[src/rtl/l0_pool_reader.sv]
// Layer-0 2x2/stride-2 max-pool reader: sweeps the 26x26 feature-map RAM and streams 13x13 pooled samples.
// Optional build macro L0_POOL_RELU_EN clamps negative window maxima to zero.
module l0_pool_reader #(
    parameter int DW    = 18,
    parameter int MAP_W = 26
) (
    input  logic                 clk,
    input  logic                 rst_n,
    input  logic                 start,
    output logic [9:0]           addr_rd,
    input  logic signed [DW-1:0] ram_dout,
    output logic                 out_valid,
    input  logic                 out_ready,
    output logic signed [DW-1:0] out_data,
    output logic [7:0]           out_idx,
    output logic                 busy,
    output logic                 done
);

    // state | meaning
    // IDLE  | waiting for start
    // READ  | four window reads, k = 0..3
    // DRAIN | capture the fourth sample
    // OUT   | pooled sample offered downstream
    // FIN   | one-cycle done pulse
    typedef enum logic [2:0] {S_IDLE, S_READ, S_DRAIN, S_OUT, S_FIN} state_t;

    localparam int POOL_W = MAP_W / 2;
    localparam int LAST   = POOL_W * POOL_W - 1;

    state_t               state, state_nxt;
    logic [1:0]           k;
    logic [3:0]           pr, pc;
    logic [9:0]           base, base_nxt;
    logic signed [DW-1:0] acc, sample_max, pooled;
    logic                 xfer, last_col;

    always_comb begin
        state_nxt  = state;
        out_valid  = (state == S_OUT);
        busy       = (state != S_IDLE);
        done       = (state == S_FIN);
        xfer       = out_valid && out_ready;
        last_col   = (pc == 4'(POOL_W - 1));
        // the next window starts two rows down once the column wraps
        base_nxt   = last_col ? base + 10'(MAP_W + 2) : base + 10'd2;
        sample_max = (ram_dout > acc) ? ram_dout : acc;
`ifdef L0_POOL_RELU_EN
        pooled     = sample_max[DW-1] ? '0 : sample_max;
`else
        pooled     = sample_max;
`endif
        case (state)
            S_IDLE:  if (start) state_nxt = S_READ;
            S_READ:  if (k == 2'd3) state_nxt = S_DRAIN;
            S_DRAIN: state_nxt = S_OUT;
            S_OUT:   if (xfer) state_nxt = (out_idx == 8'(LAST)) ? S_FIN : S_READ;
            S_FIN:   state_nxt = S_IDLE;
            default: state_nxt = S_IDLE;
        endcase
    end

    always_ff @(posedge clk) begin
        if (!rst_n) begin
            state    <= S_IDLE;
            k        <= '0;
            pr       <= '0;
            pc       <= '0;
            base     <= '0;
            acc      <= '0;
            addr_rd  <= '0;
            out_data <= '0;
            out_idx  <= '0;
        end else begin
            state <= state_nxt;
            case (state)
                S_IDLE: begin
                    if (start) begin
                        k       <= '0;
                        pr      <= '0;
                        pc      <= '0;
                        base    <= '0;
                        addr_rd <= '0;
                        out_idx <= '0;
                    end
                end
                S_READ: begin
                    k <= k + 2'd1;
                    case (k)
                        2'd0:    addr_rd <= base + 10'd1;
                        2'd1:    addr_rd <= base + 10'(MAP_W);
                        2'd2:    addr_rd <= base + 10'(MAP_W + 1);
                        default: addr_rd <= addr_rd;
                    endcase
                    // data lags the address by one cycle; first sample seeds the max
                    if (k == 2'd1)
                        acc <= ram_dout;
                    else if (k != 2'd0)
                        acc <= sample_max;
                end
                S_DRAIN: begin
                    acc      <= sample_max;
                    out_data <= pooled;
                end
                S_OUT: begin
                    if (xfer && (out_idx != 8'(LAST))) begin
                        k       <= '0;
                        base    <= base_nxt;
                        addr_rd <= base_nxt;
                        out_idx <= out_idx + 8'd1;
                        if (last_col) begin
                            pc <= '0;
                            pr <= pr + 4'd1;
                        end else begin
                            pc <= pc + 4'd1;
                        end
                    end
                end
                default: ;
            endcase
        end
    end

endmodule

[config.mk]
export PLATFORM = sky130hd
export DESIGN_NAME = l0_pool_reader
export DESIGN_NICKNAME = d
export VERILOG_FILES = /design/src/rtl/l0_pool_reader.sv
export SDC_FILE = /design/constraint.sdc
export NUM_CORES = 1
export LEC_CHECK = 0
export ABC_AREA = 1
export CAP_MARGIN = 0
export CORE_ASPECT_RATIO = 1.75
export CORE_MARGIN = 2
export CORE_UTILIZATION = 54
export DETAILED_ROUTE_END_ITERATION = 7
export DONT_BUFFER_PORTS = 1
export PLACE_DENSITY = 0.69
export RECOVER_POWER = 50
export SLEW_MARGIN = 10
export SYNTH_ARGS = -nofsm -noshare
export SYNTH_HDL_FRONTEND = slang
export SYNTH_SLANG_ARGS = --single-unit
[constraint.sdc]
create_clock -name clk -period 1.95 [get_ports clk]
set_clock_uncertainty 0.05 [all_clocks]
set_input_delay 0.39 -clock clk [delete_from_list [all_inputs] [get_ports clk]]
set_output_delay 0.39 -clock clk [all_outputs]
set_load 0.05 [all_outputs]
==> flow_summary.toml, run 1 <==
[run_status]
status = "complete, but fails checks"
failed_checks = "setup timing"

[finish]
fillers = 437
stdcell_count = 871
area_growth_pct = 53.78
final_cell_mix = "95 x nand2_1, 78 x buf_4, 76 x inv_1"
nets = 830
layout_commonest_cell = "nand2_1"
layout-drive-gt1-share_pct = 46.21
fin_util_pct = 84.79
finish.instance_area_mm2 = 0.007002
n_antenna_cell = 0

[clocking]
clk_path_buf_depth = 2
clockRootBuffer = "clkbuf_16"
cts_made_buffers = 9
clkTransAtPathRegs_ps = 60
clk_latency_ps = 340
cts_hold_buf = 0
cts.htree.levels = 3
cts_tree = "yes"
cts.sinks = 72

[synth]
synth_top_family_by_area = "simple AND/OR/NAND/NOR gates"
ys_types = 40
synth_area_mm2 = 0.004553
synth_area_leaders = "dfxtp_1 32%, nand2_1 12%, ha_1 9.3%"
syn_nets = 730
ys_warn_count = 0
synth-simple-area-share_pct = 29.71
syn_avg_cell_area_um2 = 6.755
synth_compound_gate_area_share_pct = 17.56
synth_top_area_share_pct = 31.66
synth-seq-area-share_pct = 31.66
synth-xor-area-share_pct = 0.5771
synthMuxAreaShare_pct = 0
synth_fa_ha_area_share_pct = 9.343
yosysTopAreaCell = "dfxtp_1"
synth_cells = 674
yosys_register_bits = 72

[flow_run]
maxCapViolCount = 0

[place]
dp_hpwl_um = 9239
placedCellCount = 819
routabilityCongestion = 0.8749
place_area_mm2 = 0.005233
io_buffers = 0

[power_and_ir_drop]
p_sw_share_pct = 44.85
p_int_mw = 4.607
ir_drop_mv = 0.8602
switchingPower_mw = 3.746
clkPwrFrac_pct = 20.2
leakage_nw = 3.131
seq_power_share_pct = 28.0
p_comb_share_pct = 51.7
power_density_mw_per_mm2 = 1193

[timing]
setup_viol = 41
worstMarginPinSlew_ps = 795.9
fin_tns_setup_ps = -12560
rsz0062_at_grt = "yes"
drv_slew = 0
fmax_mhz = 421.9
period_minus_slack_ps = 2370
hold_violations = 0
fin_ws_ps = -420.0
fin_hold_ws_ps = 134.5
slew_headroom_pct = 46.94
fin_crit_sh_pct = 121.5

[grt]
track_usage_pct = 36.19
top_usage_layer = "met2"
grt_use_met3_pct = 8.300
grt_overflow = 0
met2_usage_pct = 64.07
grt_first_pass_wirelength_um = 25800
grt_max_degree = 37
met1_usage_pct = 36.04
grt_pass1_vias = 5410
antenna_found_initial = 0

[die]
die_w_um = 73.41
start_util_pct = 55.14
rows = 44
die_y_um = 125.5
die-area_mm2 = 0.009211
core_area_mm2 = 0.008258
io-pin-count = 61

[setup_path]
startpoint_type = "register"
arrival_ps = 2550
required_ps = 2130
critPathMaxFanout = 5
critPathCaptureType = "register"
crit_type = "reg -> reg"

[drt]
vias_per_cell = 6.274
drc = 0
wl_per_cell_um = 20.69
drt_first_pass_iters = 6
drt_iter0_markers = 726
via_count = 5465
wl_um = 18020
ant_nets = 0

[worst_hold_path]
hold_path_class = "in -> reg"
[critical path: stages, from the launching register on]
cell	delay [ps]
dfxtp_2	320
inv_1	100
ha_4	220
nand2_2	110
inv_2	50
nand2_1	60
nand2_1	50
nand2_1	90
nand2_1	100
nand2_4	100
nand3_4	100
buf_6	160
nand2_8	90
nand3_4	230
nand2_4	170
nand3_2	70
o211ai_1	120
inv_1	60
[path summary, 6_finish.rpt]
path                  startpoint                         to  slack (ps)  cells past startpoint
min reg2reg   pc[0]$_SDFFE_PN0P_         pc[0]$_SDFFE_PN0P_         450                      2
max reg2reg  acc[5]$_SDFFE_PN0P_  out_data[17]$_SDFFE_PN0P_        -420                     17
max          acc[5]$_SDFFE_PN0P_  out_data[17]$_SDFFE_PN0P_        -420                     17
min                        rst_n          k[0]$_SDFFE_PN0P_         130                      2
[state kept, by name, summed over array words and instances (netlist names)]
| register | cells |
|---|---|
| acc | 18 |
| addr_rd | 10 |
| base | 9 |
| k | 2 |
| out_data | 18 |
| out_idx | 8 |
| pc | 4 |
| state | 3 |
[stage by stage]
step | worst slack, ps | power [mW]
6_report | -420.0 | 8.353
5_1_grt | -565.6 | 8.724
4_1_cts | -127.6 | 7.744
3_5_place_dp | -280.5 | 5.038
3_3_place_gp | -253.2 | 4.956
2_1_floorplan | 0.4700 | 4.058
[metal layers]
layer  vias to the layer above  part of all wire, %
met5                         -                    0
met4                         0                  7.7
met3                       124                  6.7
met2                       324                   52
met1                      2574                   34
li1                       2443                    -
[logic make-up after synthesis]
| logic type | count (synthesis) |
|---|---|
| buffers and inverters | 129 |
| and+or+nand+nor | 296 |
| DFF | 72 |
| xor gates and xnor gates | 3 |
| adders and majority gates | 34 |
| AOI/OAI and AO/OA | 140 |
[power by group through the flow]
| stage | logic (mW) | registers, mW | clock network (mW) |
|---|---|---|---|
| after detailed placement | 2.71 | 2.32 | 0 |
| after global placement | 2.64 | 2.32 | 0 |
| after CTS | 3.73 | 2.32 | 1.70 |
| after global routing | 4.59 | 2.37 | 1.77 |
| final | 4.32 | 2.34 | 1.69 |
| after floorplan | 1.77 | 2.29 | 0 |
[what timing repair did]
action | CTS | global route
endpoints found under the setup margin | 46 | 60
pin swaps | 78 | 63
gates cloned | 6 | 0
gates resized for setup | 188 | 86
buffers inserted | 27 | 5
[layout make-up]
class	count	area, µm²	area share (%)
sequential	72	1483	21.18
multi-input combinational	476	3751	53.57
timing repair buffer	107	929.6	13.28
inverter	107	414.1	5.915
timing repair inverter	1	7.507	0.1072
tap	92	115.1	1.644
clock inverter	2	37.54	0.5361
clock buffer	14	264.0	3.771
[synthesized netlist by cell type (all sizes together)]
cell type  number
and3            1
nor2           35
or2             5
nand2         159
ha             34
o31ai           2
o211ai         18
buf             6
and2            1
a21oi          64
nor4            4
a211oi          1
clkinv          2
inv           105
o22ai           2
a31oi           1
nor3           11
dfxtp          72
o21bai          1
xor2            3
a21o            1
nand4           8
o21ai          50
clkbuf         16
nand3          72
Note: power is estimated with default switching activity, not from simulation.
==> run 2: changes to the inputs <==
--- a/config.mk
+++ b/config.mk
@@ -9,5 +9,5 @@
 export CAP_MARGIN = 0
 export CORE_ASPECT_RATIO = 1.75
-export CORE_MARGIN = 2
+export CORE_MARGIN = 8
 export CORE_UTILIZATION = 54
 export DETAILED_ROUTE_END_ITERATION = 7
==> constraint.sdc (replaced) <==
create_clock -name clk -period 1.95 [get_ports clk]
set_clock_uncertainty 0.05 [all_clocks]
set_input_delay 0.2925 -clock clk [delete_from_list [all_inputs] [get_ports clk]]
set_output_delay 0.2925 -clock clk [all_outputs]
set_load 0.05 [all_outputs]
==> run 2 against run 1 <==
  * The run still ends with setup timing left
  * Worst hold slack got worse by 94 ps
  * Combinational power decreased by 8.1%
  * Sequential cell count unchanged
  * Die area increased by 27%
  * Utilization decreased by 1.7 points
  * Sequential power about the same
  * Clock-buffer cell count decreased by 1
  * Maximum frequency increased by 5.2%
  * Via count decreased by 4.2%
  * Design area decreased by 2.0%
  * Sequential share of layout area increased by 0.38 points
  * Clock power about the same
  * Largest cell class unchanged
  * Highest routed layer unchanged
==> flow_summary.toml, run 2 (synthesis results as in run 1) <==
[clocking]
cts.sinks = 72
clkTransAtPathRegs_ps = 60
cts_made_buffers = 9
clk_path_buf_depth = 2
cts_hold_buf = 0
clk_latency_ps = 340
clockRootBuffer = "clkbuf_16"
cts_tree = "yes"
cts.htree.levels = 3

[run_status]
failed_checks = "setup timing"
status = "complete, but fails checks"

[worst_hold_path]
hold_path_class = "in -> reg"

[grt]
track_usage_pct = 25.96
grt_first_pass_wirelength_um = 24160
antenna_found_initial = 0
grt_max_degree = 37
grt_overflow = 0
grt_pass1_vias = 5023

[setup_path]
arrival_ps = 2460
critPathTopFamily = "simple AND/OR/NAND/NOR gates"
worst-path-buf-inv = 3
crit_chain = "inv_2 > ha_4 > nand2_4 > inv_4 > nand2_4 > nand2_2 > a21oi_4 > nand4_1 > nand2_4 > buf_12 > nand3_4 > nand3_1 > nand2_1 > a21oi_1"
cp_common_cell = "nand2_4"
critPathSlowestCell = "dfxtp_2"
critPathMaxFanout = 8
required_ps = 2150
critPathCaptureType = "register"
crit_type = "reg -> reg"
slowest_delay_ps = 350
startpoint_type = "register"

[finish]
stdcell_count = 857
reg_top3 = "acc x18, out_data x18, addr_rd x10"
area_growth_pct = 50.67
final_cell_mix = "101 x nand2_1, 76 x inv_1, 69 x buf_4"
regArea_mm2 = 0.001479
layout_commonest_cell = "nand2_1"
fillers = 467
nets = 816
layout-drive-gt1-share_pct = 44.71
n_antenna_cell = 0
multi_input_area_mm2 = 0.003672

[power_and_ir_drop]
p_comb_share_pct = 49.4
power_density_mw_per_mm2 = 1170
clkPwrFrac_pct = 21.4
p_int_mw = 4.439
ir_drop_mv = 0.8112
p_sw_share_pct = 44.68
finalPower_mw = 8.024
seq_power_share_pct = 29.2
switchingPower_mw = 3.585
leakage_nw = 3.015

[timing]
fmax_mhz = 443.7
fin_ws_ps = -303.8
slew_headroom_pct = 47.45
drv_slew = 0
period_minus_slack_ps = 2254
setup_viol = 38
fin_tns_setup_ps = -7816
fin_hold_ws_ps = 40.08
rsz0062_at_grt = "yes"
fin_crit_sh_pct = 115.6
hold_violations = 0
worstMarginPinSlew_ps = 788.3

[drt]
via_count = 5233
wl_per_cell_um = 20.19
drt_first_pass_iters = 5
vias_per_cell = 6.106
drc = 0
ant_nets = 0
drt_iter0_markers = 453
wl_um = 17310

[die]
die_w_um = 85.41
die_y_um = 137.5
die-area_mm2 = 0.01174
rows = 44
start_util_pct = 55.14
io-pin-count = 61
core_area_mm2 = 0.008258

[place]
routabilityCongestion = 0.9158
io_buffers = 0
dp_hpwl_um = 9797
placedCellCount = 819

[flow_run]
maxCapViolCount = 0
-- run 2: cell types whose count changed in the layout (fill, tap and decap cells not counted), moves of 3 or more --
| cell | before | now |
|---|---|---|
| buf_4 | 78 | 69 |
| buf_6 | 13 | 8 |
| buf_8 | 0 | 4 |
| dfxtp_1 | 47 | 44 |
| dfxtp_2 | 21 | 27 |
| dfxtp_4 | 4 | 1 |
| inv_2 | 26 | 23 |
| nand2_1 | 95 | 101 |
| nand2_2 | 39 | 33 |
| nand3_1 | 15 | 21 |
| nand3_2 | 36 | 31 |
| nand3_4 | 24 | 20 |
-- run 2: what timing repair did --
action,4_1_cts,5_1_grt
endpoints found under the setup margin,47,55
cloned,2,1
pin swaps,62,79
setup buffers,8,11
resized for setup,156,125
-- run 2: path summary, 6_finish.rpt --
path | start | to | slack [ps] | depth (start not counted)
setup reg to reg | acc[17]$_SDFFE_PN0P_ | acc[6]$_SDFFE_PN0P_ | -300 | 14
setup / recovery | acc[17]$_SDFFE_PN0P_ | acc[6]$_SDFFE_PN0P_ | -300 | 14
hold reg to reg | acc[0]$_SDFFE_PN0P_ | acc[0]$_SDFFE_PN0P_ | 460 | 2
hold / removal | rst_n | state[1]$_SDFFE_PN0P_ | 40 | 2
-- run 2: metrics by stage --
stage	util [%]	instance area, µm²	worst slack, ps
after floorplan	-	4617	4.716
after global placement	63.36	5233	-210.0
after detailed placement	63.36	5233	-266.5
after CTS	76.03	6279	-82.75
after global routing	83.08	6860	-370.9
final	83.08	6860	-303.8
-- run 2: power by group through the flow --
stage                     registers [mW]  clock network (mW)  logic, mW
after detailed placement            2.33                   0       2.73
after global routing                2.37                1.79       4.24
after floorplan                     2.29                   0       1.76
after CTS                           2.32                1.72       3.33
after global placement              2.32                   0       2.66
final                               2.34                1.71       3.97
-- run 2: final cells by class --
class / instances / share of cell area (%)
Multi-Input combinational cell: 473 / 53.53
Clock buffer: 13 / 3.794
Tap cell: 92 / 1.678
Clock inverter: 3 / 0.5836
Timing Repair Buffer: 97 / 12.62
Sequential cell: 72 / 21.56
Inverter: 107 / 6.237
-- run 2: routing by layer --
layer | up-vias | global-route usage, % | wire length [µm]
met5 | - | 0 | 0
met4 | 0 | 13.82 | 924
met3 | 81 | 5.078 | 1010
met2 | 236 | 49.54 | 9289
met1 | 2512 | 25.50 | 6081
li1 | 2404 | - | -
